### config.mk
export PLATFORM = sky130hd
export DESIGN_NAME = bkm_iter_sequencer_flat
export DESIGN_NICKNAME = d
export VERILOG_FILES = /design/src/rtl/bkm_iter_sequencer_if.sv /design/src/rtl/bkm_iter_sequencer.sv /design/src/flat_wrapper.sv
export SDC_FILE = /design/constraint.sdc
export NUM_CORES = 1
export LEC_CHECK = 0
export CAP_MARGIN = 15
export CORE_UTILIZATION = 54
export CTS_BUF_LIST = sky130_fd_sc_hd__clkbuf_2
export CTS_CLUSTER_DIAMETER = 150
export DETAILED_ROUTE_END_ITERATION = 8
export GPL_TIMING_DRIVEN = 0
export PLACE_DENSITY = 0.86
export SYNTH_ARGS = -nofsm -noshare
export SYNTH_HDL_FRONTEND = slang
export SYNTH_SLANG_ARGS = --single-unit
export TNS_END_PERCENT = 30
### constraint.sdc
create_clock -name clk -period 3.35 [get_ports clk]
set_clock_uncertainty 0.1 [all_clocks]
set_input_delay 0.67 -clock clk [delete_from_list [all_inputs] [get_ports clk]]
set_output_delay 0.67 -clock clk [all_outputs]
set_load 0.02 [all_outputs]
### src/rtl/bkm_iter_sequencer_if.sv
// Handshake bundle between the BKM iteration sequencer, the digit-selection
// stage and the LUT decoder. The slave modport is the sequencer's view.
interface bkm_seq_if #(
    parameter int unsigned LOG2N = 6
) ();
    logic             start;
    logic             abort;
    logic             cfg_mode;
    logic [1:0]       cfg_format;
    logic             dp_d_valid;
    logic [1:0]       dp_d_x_n;
    logic [1:0]       dp_d_y_n;
    logic [LOG2N-1:0] lut_n;
    logic             lut_mode;
    logic [1:0]       lut_format;
    logic [1:0]       lut_d_x_n;
    logic [1:0]       lut_d_y_n;
    logic             lut_req;
    logic             dp_upd;
    logic             busy;
    logic             done;

    modport master (
        output start, abort, cfg_mode, cfg_format,
        output dp_d_valid, dp_d_x_n, dp_d_y_n,
        input  lut_n, lut_mode, lut_format, lut_d_x_n, lut_d_y_n,
        input  lut_req, dp_upd, busy, done
    );

    modport slave (
        input  start, abort, cfg_mode, cfg_format,
        input  dp_d_valid, dp_d_x_n, dp_d_y_n,
        output lut_n, lut_mode, lut_format, lut_d_x_n, lut_d_y_n,
        output lut_req, dp_upd, busy, done
    );
endinterface

### src/rtl/bkm_iter_sequencer.sv
// Steps one BKM evaluation through N_ITER iterations: captures each digit
// pair, presents it to the LUT decoder, waits out the decoder latency and
// then strobes the datapath update. All outputs come straight from flops.
module bkm_iter_sequencer #(
    parameter int unsigned LOG2N   = 6,
    parameter int unsigned N_ITER  = 64,
    parameter int unsigned LAT_LUT = 1
) (
    input  logic     clk,
    input  logic     arst,
    input  logic     srst,
    input  logic     enable,
    bkm_seq_if.slave bus
);

    localparam int unsigned CNT_W = 3;

    localparam logic [2:0] S_IDLE  = 3'd0;
    localparam logic [2:0] S_DIGIT = 3'd1;
    localparam logic [2:0] S_LUT   = 3'd2;
    localparam logic [2:0] S_UPD   = 3'd3;
    localparam logic [2:0] S_DONE  = 3'd4;

    localparam logic [LOG2N-1:0] N_LAST   = LOG2N'(N_ITER - 1);
    localparam logic [CNT_W-1:0] LAT_LOAD = CNT_W'(LAT_LUT);

    logic [2:0]       state_q, state_d;
    logic [CNT_W-1:0] cnt_q,   cnt_d;
    logic [LOG2N-1:0] n_q,     n_d;
    logic             mode_q,  mode_d;
    logic [1:0]       fmt_q,   fmt_d;
    logic [1:0]       dx_q,    dx_d;
    logic [1:0]       dy_q,    dy_d;
    logic             req_q,   req_d;
    logic             upd_q,   upd_d;
    logic             busy_q,  busy_d;
    logic             done_q,  done_d;

    // Next-state and next-output decode; abort wins over every transition.
    always_comb begin
        state_d = state_q;
        cnt_d   = cnt_q;
        n_d     = n_q;
        mode_d  = mode_q;
        fmt_d   = fmt_q;
        dx_d    = dx_q;
        dy_d    = dy_q;
        req_d   = 1'b0;
        upd_d   = 1'b0;
        done_d  = 1'b0;

        if (bus.abort) begin
            state_d = S_IDLE;
        end else begin
            case (state_q)
                S_IDLE: begin
                    if (bus.start) begin
                        state_d = S_DIGIT;
                        mode_d  = bus.cfg_mode;
                        fmt_d   = bus.cfg_format;
                        n_d     = '0;
                    end
                end
                S_DIGIT: begin
                    if (bus.dp_d_valid) begin
                        dx_d    = bus.dp_d_x_n;
                        dy_d    = bus.dp_d_y_n;
                        req_d   = 1'b1;
                        cnt_d   = LAT_LOAD;
                        state_d = S_LUT;
                    end
                end
                S_LUT: begin
                    cnt_d = cnt_q - CNT_W'(1);
                    if (cnt_q == CNT_W'(1)) begin
                        state_d = S_UPD;
                        upd_d   = 1'b1;
                    end
                end
                S_UPD: begin
                    if (n_q == N_LAST) begin
                        state_d = S_DONE;
                        done_d  = 1'b1;
                    end else begin
                        n_d     = n_q + LOG2N'(1);
                        state_d = S_DIGIT;
                    end
                end
                S_DONE: begin
                    state_d = S_IDLE;
                end
                default: begin
                    state_d = S_IDLE;
                end
            endcase
        end

        busy_d = (state_d != S_IDLE) && (state_d != S_DONE);
    end

    // State and output registers; enable freezes everything including srst.
    always_ff @(posedge clk or negedge arst) begin
        if (!arst) begin
            state_q <= S_IDLE;
            cnt_q   <= '0;
            n_q     <= '0;
            mode_q  <= 1'b0;
            fmt_q   <= '0;
            dx_q    <= '0;
            dy_q    <= '0;
            req_q   <= 1'b0;
            upd_q   <= 1'b0;
            busy_q  <= 1'b0;
            done_q  <= 1'b0;
        end else if (enable) begin
            if (srst) begin
                state_q <= S_IDLE;
                cnt_q   <= '0;
                n_q     <= '0;
                mode_q  <= 1'b0;
                fmt_q   <= '0;
                dx_q    <= '0;
                dy_q    <= '0;
                req_q   <= 1'b0;
                upd_q   <= 1'b0;
                busy_q  <= 1'b0;
                done_q  <= 1'b0;
            end else begin
                state_q <= state_d;
                cnt_q   <= cnt_d;
                n_q     <= n_d;
                mode_q  <= mode_d;
                fmt_q   <= fmt_d;
                dx_q    <= dx_d;
                dy_q    <= dy_d;
                req_q   <= req_d;
                upd_q   <= upd_d;
                busy_q  <= busy_d;
                done_q  <= done_d;
            end
        end
    end

    assign bus.lut_n      = n_q;
    assign bus.lut_mode   = mode_q;
    assign bus.lut_format = fmt_q;
    assign bus.lut_d_x_n  = dx_q;
    assign bus.lut_d_y_n  = dy_q;
    assign bus.lut_req    = req_q;
    assign bus.dp_upd     = upd_q;
    assign bus.busy       = busy_q;
    assign bus.done       = done_q;

endmodule

### src/flat_wrapper.sv
// flat-port wrapper written by rule: the top's interface ports become plain ports
module bkm_iter_sequencer_flat 
#(
    parameter int unsigned LOG2N   = 6,
    parameter int unsigned N_ITER  = 64,
    parameter int unsigned LAT_LUT = 1
)
  (clk, arst, srst, enable, bus_start, bus_abort, bus_cfg_mode, bus_cfg_format, bus_dp_d_valid, bus_dp_d_x_n, bus_dp_d_y_n, bus_lut_n, bus_lut_mode, bus_lut_format, bus_lut_d_x_n, bus_lut_d_y_n, bus_lut_req, bus_dp_upd, bus_busy, bus_done);
  bkm_seq_if #(.LOG2N(LOG2N)) bus_i ();
  input  logic clk;
  input  logic arst;
  input  logic srst;
  input  logic enable;
  input wire logic [$bits(bus_i.start)-1:0] bus_start;
  input wire logic [$bits(bus_i.abort)-1:0] bus_abort;
  input wire logic [$bits(bus_i.cfg_mode)-1:0] bus_cfg_mode;
  input wire logic [$bits(bus_i.cfg_format)-1:0] bus_cfg_format;
  input wire logic [$bits(bus_i.dp_d_valid)-1:0] bus_dp_d_valid;
  input wire logic [$bits(bus_i.dp_d_x_n)-1:0] bus_dp_d_x_n;
  input wire logic [$bits(bus_i.dp_d_y_n)-1:0] bus_dp_d_y_n;
  output wire logic [$bits(bus_i.lut_n)-1:0] bus_lut_n;
  output wire logic [$bits(bus_i.lut_mode)-1:0] bus_lut_mode;
  output wire logic [$bits(bus_i.lut_format)-1:0] bus_lut_format;
  output wire logic [$bits(bus_i.lut_d_x_n)-1:0] bus_lut_d_x_n;
  output wire logic [$bits(bus_i.lut_d_y_n)-1:0] bus_lut_d_y_n;
  output wire logic [$bits(bus_i.lut_req)-1:0] bus_lut_req;
  output wire logic [$bits(bus_i.dp_upd)-1:0] bus_dp_upd;
  output wire logic [$bits(bus_i.busy)-1:0] bus_busy;
  output wire logic [$bits(bus_i.done)-1:0] bus_done;
  assign bus_i.start = bus_start;
  assign bus_i.abort = bus_abort;
  assign bus_i.cfg_mode = bus_cfg_mode;
  assign bus_i.cfg_format = bus_cfg_format;
  assign bus_i.dp_d_valid = bus_dp_d_valid;
  assign bus_i.dp_d_x_n = bus_dp_d_x_n;
  assign bus_i.dp_d_y_n = bus_dp_d_y_n;
  assign bus_lut_n = bus_i.lut_n;
  assign bus_lut_mode = bus_i.lut_mode;
  assign bus_lut_format = bus_i.lut_format;
  assign bus_lut_d_x_n = bus_i.lut_d_x_n;
  assign bus_lut_d_y_n = bus_i.lut_d_y_n;
  assign bus_lut_req = bus_i.lut_req;
  assign bus_dp_upd = bus_i.dp_upd;
  assign bus_busy = bus_i.busy;
  assign bus_done = bus_i.done;
  bkm_iter_sequencer #(.LOG2N(LOG2N), .N_ITER(N_ITER), .LAT_LUT(LAT_LUT)) u_core (.clk(clk), .arst(arst), .srst(srst), .enable(enable), .bus(bus_i));
endmodule
=== Word-level counts from Yosys, hierarchy flattened ===
Cells that the tools add are included.

* Bits in registers: 23
* Logic and storage cells: 81

* $add $sub $neg: 2
* Reduce and logical (&&, ||, !) cells: 13
* Muxes and demuxes: 45
* Eq/ne operators: 10

{| class="wikitable"
|+ Operator list
! operator !! count
|-
| 3-bit two-way mux || 9
|-
| 2-bit two-way mux || 12
|-
| 6-bit two-way mux || 4
|-
| 1-bit two-way mux || 17
|-
| 3-bit != test, second input constant || 4
|-
| 3-bit one-hot mux with 4 select lines || 1
|-
| 6-bit one-hot mux with 2 select lines || 1
|-
| 4-bit AND reduction || 3
|-
| 3-bit nonzero test || 3
|-
| 2-bit nonzero test || 4
|-
| 6-bit by 1-bit adder with 6-bit output, second input constant || 1
|-
| 3-bit by 1-bit equality test with 1-bit output, second input constant || 2
|-
| 3-bit by 2-bit equality test with 1-bit output, second input constant || 2
|-
| 6-bit equality test, second input constant || 1
|-
| 3-bit one-hot mux with 2 select lines || 1
|-
| 5-bit AND reduction || 1
|-
| 3-bit zero test || 1
|-
| 3-bit by 1-bit subtractor with 3-bit output, second input constant || 1
|-
| 2-bit != test, second input constant || 1
|-
| 1-bit logical AND || 1
|}

=== Depth between registers and ports, before layout ===
Gate-level depths: netlist of run 1.

* Word-level depth: 7
* Gate-level depth with buffers: 6
* Depth with buffers taken out: 6

=== Least setup slack after synthesis of run 1 ===
Ideal clock, no wire load.

* Path type: input to register
* Start point: input srst
* End point: register u_core.n_q[1], in the netlist u_core.bus.lut_n[1]
* Setup time: 0.079 ns
* Buffers on the path: 1
* Cell stages on the path: 4
* Setup slack: 1.532 ns
* Data arrival time: 1.638 ns
* Data required time: 3.171 ns
* Cells stage by stage: clkbuf_1 clkinv_1 a21oi_2 mux2i_1

* Word-level cells in the longest chain between the ends: 2

{| class="wikitable"
|+ RTL lines
! item !! line !! RTL
|-
| start: declaration || flat_wrapper.sv:12 || <nowiki>input logic srst;</nowiki>
|-
| 3-bit != test (no line) (tied with other cells) || -- ||
|-
| 5-bit AND reduction (no line) || -- ||
|-
| end signal: assignment || bkm_iter_sequencer.sv:131 || <nowiki>n_q <= n_d;</nowiki>
|-
| end: declaration || bkm_iter_sequencer.sv:29 || <nowiki>logic [LOG2N-1:0] n_q, n_d;</nowiki>
|}

Parallel ways exist; a longest one is shown, timed or not.
A chain may end at the register's enable or synchronous reset.

=== Worst setup path in the final report of run 1 ===
* Start point: register u_core.n_q[4], in the netlist u_core.bus.lut_n[4]
* End point: output bus_lut_n[4]

{| class="wikitable"
|+ RTL lines
! item !! line !! RTL
|-
| end: declaration || flat_wrapper.sv:21 || <nowiki>output wire logic [$bits(bus_i.lut_n)-1:0] bus_lut_n;</nowiki>
|}

No word-level cell between the ends.

==> results of run 1 <==
kinds of logic (layout without fill, tap and decap cells):
kind of cell	Yosys count	count (layout)	synth area share [%]
and+or+nand+nor	46	46	21.5
AOI/OAI and AO/OA	38	38	22.6
DFF	23	23	45.5
buffers and inverters	18	52	5.93
adders and majority gates	3	3	2.97
muxes	2	2	1.58
metal layers:
layer	vias to the layer above	GRT usage (%)	wire length, um
li1	547	-	-
met1	542	31.7	1230
met2	39	43.1	1380
met3	6	3.33	136
met4	0	12.5	63
met5	-	0	0
stage by stage:
stage	cells	area [um^2]	setup slack, ns	hold WS, ns	utilization, %
2_1_floorplan	130	1260	1.53	0.274	-
3_3_place_gp	187	1590	0.864	0.360	71.9
3_5_place_dp	187	1590	0.817	0.368	71.9
4_1_cts	191	1610	1.10	0.412	72.8
5_1_grt	192	1630	1.02	0.441	73.5
6_report	192	1630	1.09	0.406	73.5
sequential cells by signal (all words and copies together), names as in the netlist, 2 cells and up:
signal,flops
u_core.bus.lut_n,6
u_core.bus.lut_format,2
u_core.bus.lut_d_x_n,2
u_core.bus.lut_d_y_n,2
u_core.cnt_q,3
u_core.state_q,3
worst register-to-register path: cells and delay by family (launching register included):
family	cells	cell delay, ns
AOI/OAI and AO/OA	2	0.35
DFF	1	0.43
buffers and inverters	1	0.20
and+or+nand+nor	2	0.69
synthesized netlist by cell type, types with 2 or more instances:
master    number  area [um^2]
ha_1           3         37.5
o31a_1         2         17.5
nand3_1        5         25.0
a21bo_1        7         70.1
nor3b_1        2         15.0
nand2_1       11         41.3
and3_1         2         12.5
a21oi_1        2         10.0
o22ai_1        4         25.0
nand4_1        7         43.8
inv_1         10         37.5
clkinv_1       2         7.51
dfrtp_1       23          576
a31oi_1        3         18.8
o21ai_1        7         35.0
o211ai_1       2         15.0
nor2_1         3         11.3
mux2i_1        2         20.0
clkbuf_1       4         15.0
nand2b_1       5         31.3
and2_1         2         12.5
power by group through the flow:
stage	Combinational, mW	Sequential [mW]	Clock [mW]
after floorplan	0.0479	0.303	0
after global placement	0.0928	0.298	0
after detailed placement	0.0953	0.299	0
after CTS	0.0958	0.294	0.114
after global routing	0.107	0.295	0.120
final	0.0974	0.294	0.112
area by class of cell:
type,instances,area share (%)
Clock inverter,1,0.308
Inverter,13,3.00
Timing Repair Buffer,30,18.8
Tap cell,28,2.16
Multi-Input combinational cell,89,37.8
Sequential cell,23,35.4
Buffer,5,1.62
Clock buffer,3,0.924
worst max path at each step:
stage	slack [ns]	from	cells after the start	end
floorplan	1.53	srst	4	u_core.bus.lut_n[1]
global placement	0.86	enable	5	u_core.bus.lut_n[1]
detailed placement	0.82	enable	6	u_core.cnt_q[1]
CTS	1.10	u_core.bus.lut_n[4]	1	bus_lut_n[4]
global route	1.02	u_core.bus.lut_n[4]	1	bus_lut_n[4]
finish	1.09	u_core.bus.lut_n[4]	1	bus_lut_n[4]
==> metrics.md, run 1 <==
| Metric | Value |
|---|---|
| Most frequent cells in the layout | 29 x clkdlybuf4s50_1, 23 x dfrtp_1, 11 x nand2_1 |
| DIE AREA | 0.00254 mm^2 |
| Die Height | 50.4 um |
| Sw frac | 28.4% |
| Post-DP HPWL | 2100 um |
| Post-synthesis async set-or-reset flop share | 100% |
| Die width | 50.4 um |
| Post-Syn Area | 0.00126 mm^2 |
| Most common cell after layout, fill and taps aside | clkdlybuf4s50_1 |
| Vias | 1,134 |
| Hold Path Origin | u_core.bus.lut_d_y_n[0] |
| Clock Latency Late Sink | 0.34 ns |
| Static Leak | 0.710 nW |
| Post-CTS setup buffers | 0 |
| Cell count after synthesis | 130 |
| Tcrit/Tclk final | 67.3% |
| Critical Path Sink Type | output port |
| Worst VDD drop | 0.196 mV |
| P_int | 0.360 mW |
| Rows | 17 |
| DR vias/cell | 5.91 |
| DR pass1 iterations | 4 |
| Max incr delay on CP | 0.64 ns |
| Worst slew pin tran | 0.476 ns |
| R2R Setup Slk | 1.49 ns |
| Post-cts repair resize count | 0 |
| Worst path top cell family by delay | buffers and inverters |
| Clk slew on worst S/H paths | 0.22 ns |
| Diode count | 0 |
| Number of distinct library cells after synthesis | 43 |
| Total chip power | 0.503 mW |
| Clk sinks | 23 |
| Pin count of the biggest net entering global routing | 24 |
| Buf/Inv on CP | 1 |
| Reg-to-reg startpoint | u_core.state_q[2] |
| Final WL | 2810 um |
| CP Class | register to output port |
| CTS H-tree lvls | 1 |
| Unrepaired setup endpoints after global routing | no |
| CTS buffer count | 3 |
| Clock Path Buffers | 2 |
| Hold Path Depth | 1 |
| GRT Overall Usage | 25.4% |
| Switch Pwr | 0.143 mW |
| FF+latch count, synth | 23 |
| Area of the multi-input gates | 614 um^2 |
| PwrDens | 310 mW/mm^2 |
| DRC | 0 |
| Register area | 576 um^2 |
| Dominant synthesized flop cell | dfrtp_1 |
| Syn Nets | 147 |
| Count of flip-flops with a built-in enable after synthesis | 0 |
| Nets | 182 |
| Root buffer cell | clkbuf_2 |
| Layout overhead on the synthesized area | 28.5% |
| I/O Buffers | 29 |
| First-pass GRT wire length | 4900 um |
| Initial antenna violation count | 0 |
| Worst path cell trace | clkdlybuf4s50_1 |
| Register area share after synthesis | 45.5% |
| Initial Util | 57.2% |
| Max-capacitance violation count | 0 |
| Rel. slew slack | 68.3% |
| Share of cells above drive strength 1 | 6.71% |
| Fillers | 173 |
| Worst Hold End | u_core.bus.lut_d_y_n[0] |
| Post-DRT Antenna Nets | 0 |
| Setup violators final | 0 |
| R2R Path End | u_core.bus.lut_format[0] |
| Tmin final | 2.26 ns |
| Total I/O pin count | 31 |
| Worst min-delay path class | register to register |
| Startpoint Class | register |
| Vias in the first global route | 1,124 |
| Yosys warns | 0 |
| Flop pwr share | 58.4% |
| Congestion Overflow GR | 0 |
| Slew Viols, Final | 0 |
| Hold-fix buffers, CTS | 0 |
| Status | complete, no violations |
| CTS tree | done |
| WL per Instance | 14.6 um |
| Crit path arrival time | 1.49 ns |
| Depth of the most critical reg-to-reg path | 5 |
| CP Max Fanout | 7 |
| Data required, critical path | 2.58 ns |
| CORE AREA | 0.00221 mm^2 |
| Initial DRC Count | 35 |
| Post-route setup TNS | 0 ns |
| Placer Congestion | 0.838 |
| Clock power frac | 22.2% |
| Syn Area/Cell | 9.73 um^2 |
| Comb power frac | 19.4% |
| Fin. Hold Viols | 0 |
| Slowest stage cell, crit path | clkdlybuf4s50_1 |
| Max Fclk | 443 MHz |
Power figures use the tool's default switching activity.
==> run 2: changes to the inputs <==
- CORE_UTILIZATION: 54 -> 50
- PLACE_DENSITY: 0.86 -> 0.81
- clock period: 3.35 -> 2.2 ns (I/O delays scaled with it)
==> run 2 against run 1 <==
Against the previous run: final cell count stayed put; flip-flop and latch count unchanged; non-clock buffer count unchanged; clock power grew 55%; cell area unchanged; global-route usage shrank 1.5 points; register-to-register slack lost 1.2 ns; hold slack lost 0.15 ns; total power rose by 53%; utilization shrank 2.7 points; sequential power grew 52%; critical path type unchanged.
==> metrics.md, run 2 (synthesis gave the netlist of run 1 again) <==
| Metric | Value |
|---|---|
| Clk sinks | 23 (unchanged) |
| Static Leak | 0.710 nW (about the same) |
| Met3 Wirelength | 144 um (+5.9%) |
| WL per Instance | 14.6 um (-0.11%) |
| CTS H-tree lvls | 1 (unchanged) |
| Max Fclk | 501 MHz |
| Initial antenna violation count | 0 (unchanged) |
| Initial DRC Count | 29 (-17%) |
| Initial Util | 55.1% (-2.1 points) |
| DR pass1 iterations | 4 (unchanged) |
| Layout overhead on the synthesized area | 28.5% (unchanged) |
| DRC | 0 (unchanged) |
| Worst path cell trace | clkdlybuf4s50_1 |
| Post-DP HPWL | 2030 um (-3.5%) |
| R2R Setup Slk | 0.34 ns (-1.15 ns) |
| Root buffer cell | clkbuf_2 |
| Post-cts repair resize count | 0 (unchanged) |
| Critical Path Sink Type | output port |
| Final Util | 70.8% (-2.7 points) |
| Slowest stage cell, crit path | clkdlybuf4s50_1 |
| Worst min-delay path class | primary input to async pin |
| Hold-fix buffers, CTS | 0 (unchanged) |
| Worst slew pin tran | 0.479 ns (+0.00281 ns) |
| GRT Overall Usage | 23.9% (-1.5 points) |
| Congestion Overflow GR | 0 (unchanged) |
| Post-DRT Antenna Nets | 0 (unchanged) |
| Worst VDD drop | 0.348 mV (+77%) |
| First-pass GRT wire length | 4740 um (-3.2%) |
| Vias | 1,103 (-2.7%) |
| Clk slew on worst S/H paths | 0.21 ns (about the same) |
| Startpoint Class | register |
| Worst path top cell family by delay | buffers and inverters |
| Layout Cells excl Fill | 192 (unchanged) |
| Tmin final | 2.00 ns |
| Pin count of the biggest net entering global routing | 24 (unchanged) |
| Clock Path Buffers | 2 (unchanged) |
| Max-capacitance violation count | 0 (unchanged) |
| Fin. Hold Viols | 0 (unchanged) |
| Met1 WL | 1340 um (+8.9%) |
| Nets | 182 (unchanged) |
| DR vias/cell | 5.74 (-2.7%) |
| Clock Latency Late Sink | 0.33 ns (about the same) |
| Diode count | 0 (unchanged) |
| Most frequent cells in the layout | 29 x clkdlybuf4s50_1, 23 x dfrtp_1, 11 x nand2_1 |
| Buf/Inv on CP | 1 (unchanged) |
| WL met2 | 1290 um (-6.7%) |
| Total I/O pin count | 31 (unchanged) |
| Crit path arrival time | 1.46 ns (-0.03 ns) |
| Placer Congestion | 0.885 (+5.6%) |
| Slew Viols, Final | 0 (unchanged) |
| Max incr delay on CP | 0.64 ns (about the same) |
| Unrepaired setup endpoints after global routing | no |
| Data required, critical path | 1.66 ns (-0.92 ns) |
| Share of cells above drive strength 1 | 6.71% (unchanged) |
| CP Max Fanout | 7 (unchanged) |
| Die Height | 52.3 um (+3.8%) |
| Reg-to-reg startpoint | u_core.state_q[2] |
| Post-CTS setup buffers | 0 (unchanged) |
| Die width | 52.3 um (+3.8%) |
| Placed insts | 187 (unchanged) |
| CP Class | register to output port |
| Most common cell after layout, fill and taps aside | clkdlybuf4s50_1 |
| CORE AREA | 0.00230 mm^2 (+3.8%) |
| PwrDens | 473 mW/mm^2 (+53%) |
| Setup violators final | 0 (unchanged) |
| CTS tree | done |
| Tcrit/Tclk final | 90.8% |
| Rows | 17 (unchanged) |
| Depth of the most critical reg-to-reg path | 5 (unchanged) |
| R2R Path End | u_core.bus.lut_mode |
| I/O Buffers | 29 (unchanged) |
| DIE AREA | 0.00274 mm^2 (+7.7%) |
| Final WL | 2810 um (-0.11%) |
| Rel. slew slack | 68.1% (-0.19 points) |
| Top sig layer | met4 |
| Vias in the first global route | 1,077 (-4.2%) |
| CTS buffer count | 3 (unchanged) |
| Status | complete, no violations |
| Max reg flops | 6 (unchanged) |
-- run 2: cell types whose count changed in the layout (fill, tap and decap cells not counted), sizes merged --
cell    previous run  this run
clkbuf             7         8
clkinv             3         2
-- run 2: worst max path at each step --
stage               slack [ns]  cells after the start                        to           startpoint
finish                    0.20                      1              bus_lut_n[4]  u_core.bus.lut_n[4]
CTS                       0.19                      1              bus_lut_n[4]  u_core.bus.lut_n[4]
detailed placement       -0.07                      6           u_core.cnt_q[1]               enable
floorplan                 0.52                      5  u_core.bus.lut_format[0]    u_core.state_q[0]
global placement         -0.09                      6           u_core.cnt_q[1]               enable
global route              0.07                      6           u_core.cnt_q[2]               enable
-- run 2: cell type report --
cell class / count / area, um^2
fillers: 174 / 672
clock buffers: 4 / 20.0
flip-flops and latches: 23 / 576
repair buffers: 30 / 305
inverters: 13 / 48.8
plain buffers: 5 / 26.3
well taps: 28 / 35.0
multi-input cells: 89 / 614
-- run 2: metal layers --
metal  up-vias  GRT usage (%)
li1        550              -
met1       512           32.9
met2        36           38.8
met3         5           2.61
met4         0           8.33
met5         -              0
-- run 2: report_power, final --
group / total [mW] / switching (mW) / internal (mW)
combinational: 0.148 / 0.0770 / 0.0707
clock: 0.174 / 0.126 / 0.0481
sequential: 0.447 / 0.0108 / 0.437
total: 0.769 / 0.213 / 0.555
-- run 2: per-stage QoR --
step                      hold WS (ns)  cell area [um^2]  power [mW]  setup WS, ns  TNS (ns)
final                            0.260              1630       0.769         0.203         0
after global routing             0.284              1630       0.806        0.0692         0
after CTS                        0.412              1610       0.770         0.194         0
after detailed placement         0.364              1590       0.600       -0.0676    -0.300
after global placement           0.362              1590       0.596       -0.0894    -0.511
after floorplan                 0.0444              1260       0.535         0.520         0
-- run 2: worst register-to-register path: cells and delay by family, from the launching register on --
| family | cells | cell delay, ns |
|---|---|---|
| compound gates | 2 | 0.37 |
| buf+inv | 1 | 0.20 |
| simple gates | 2 | 0.71 |
| flops | 1 | 0.42 |
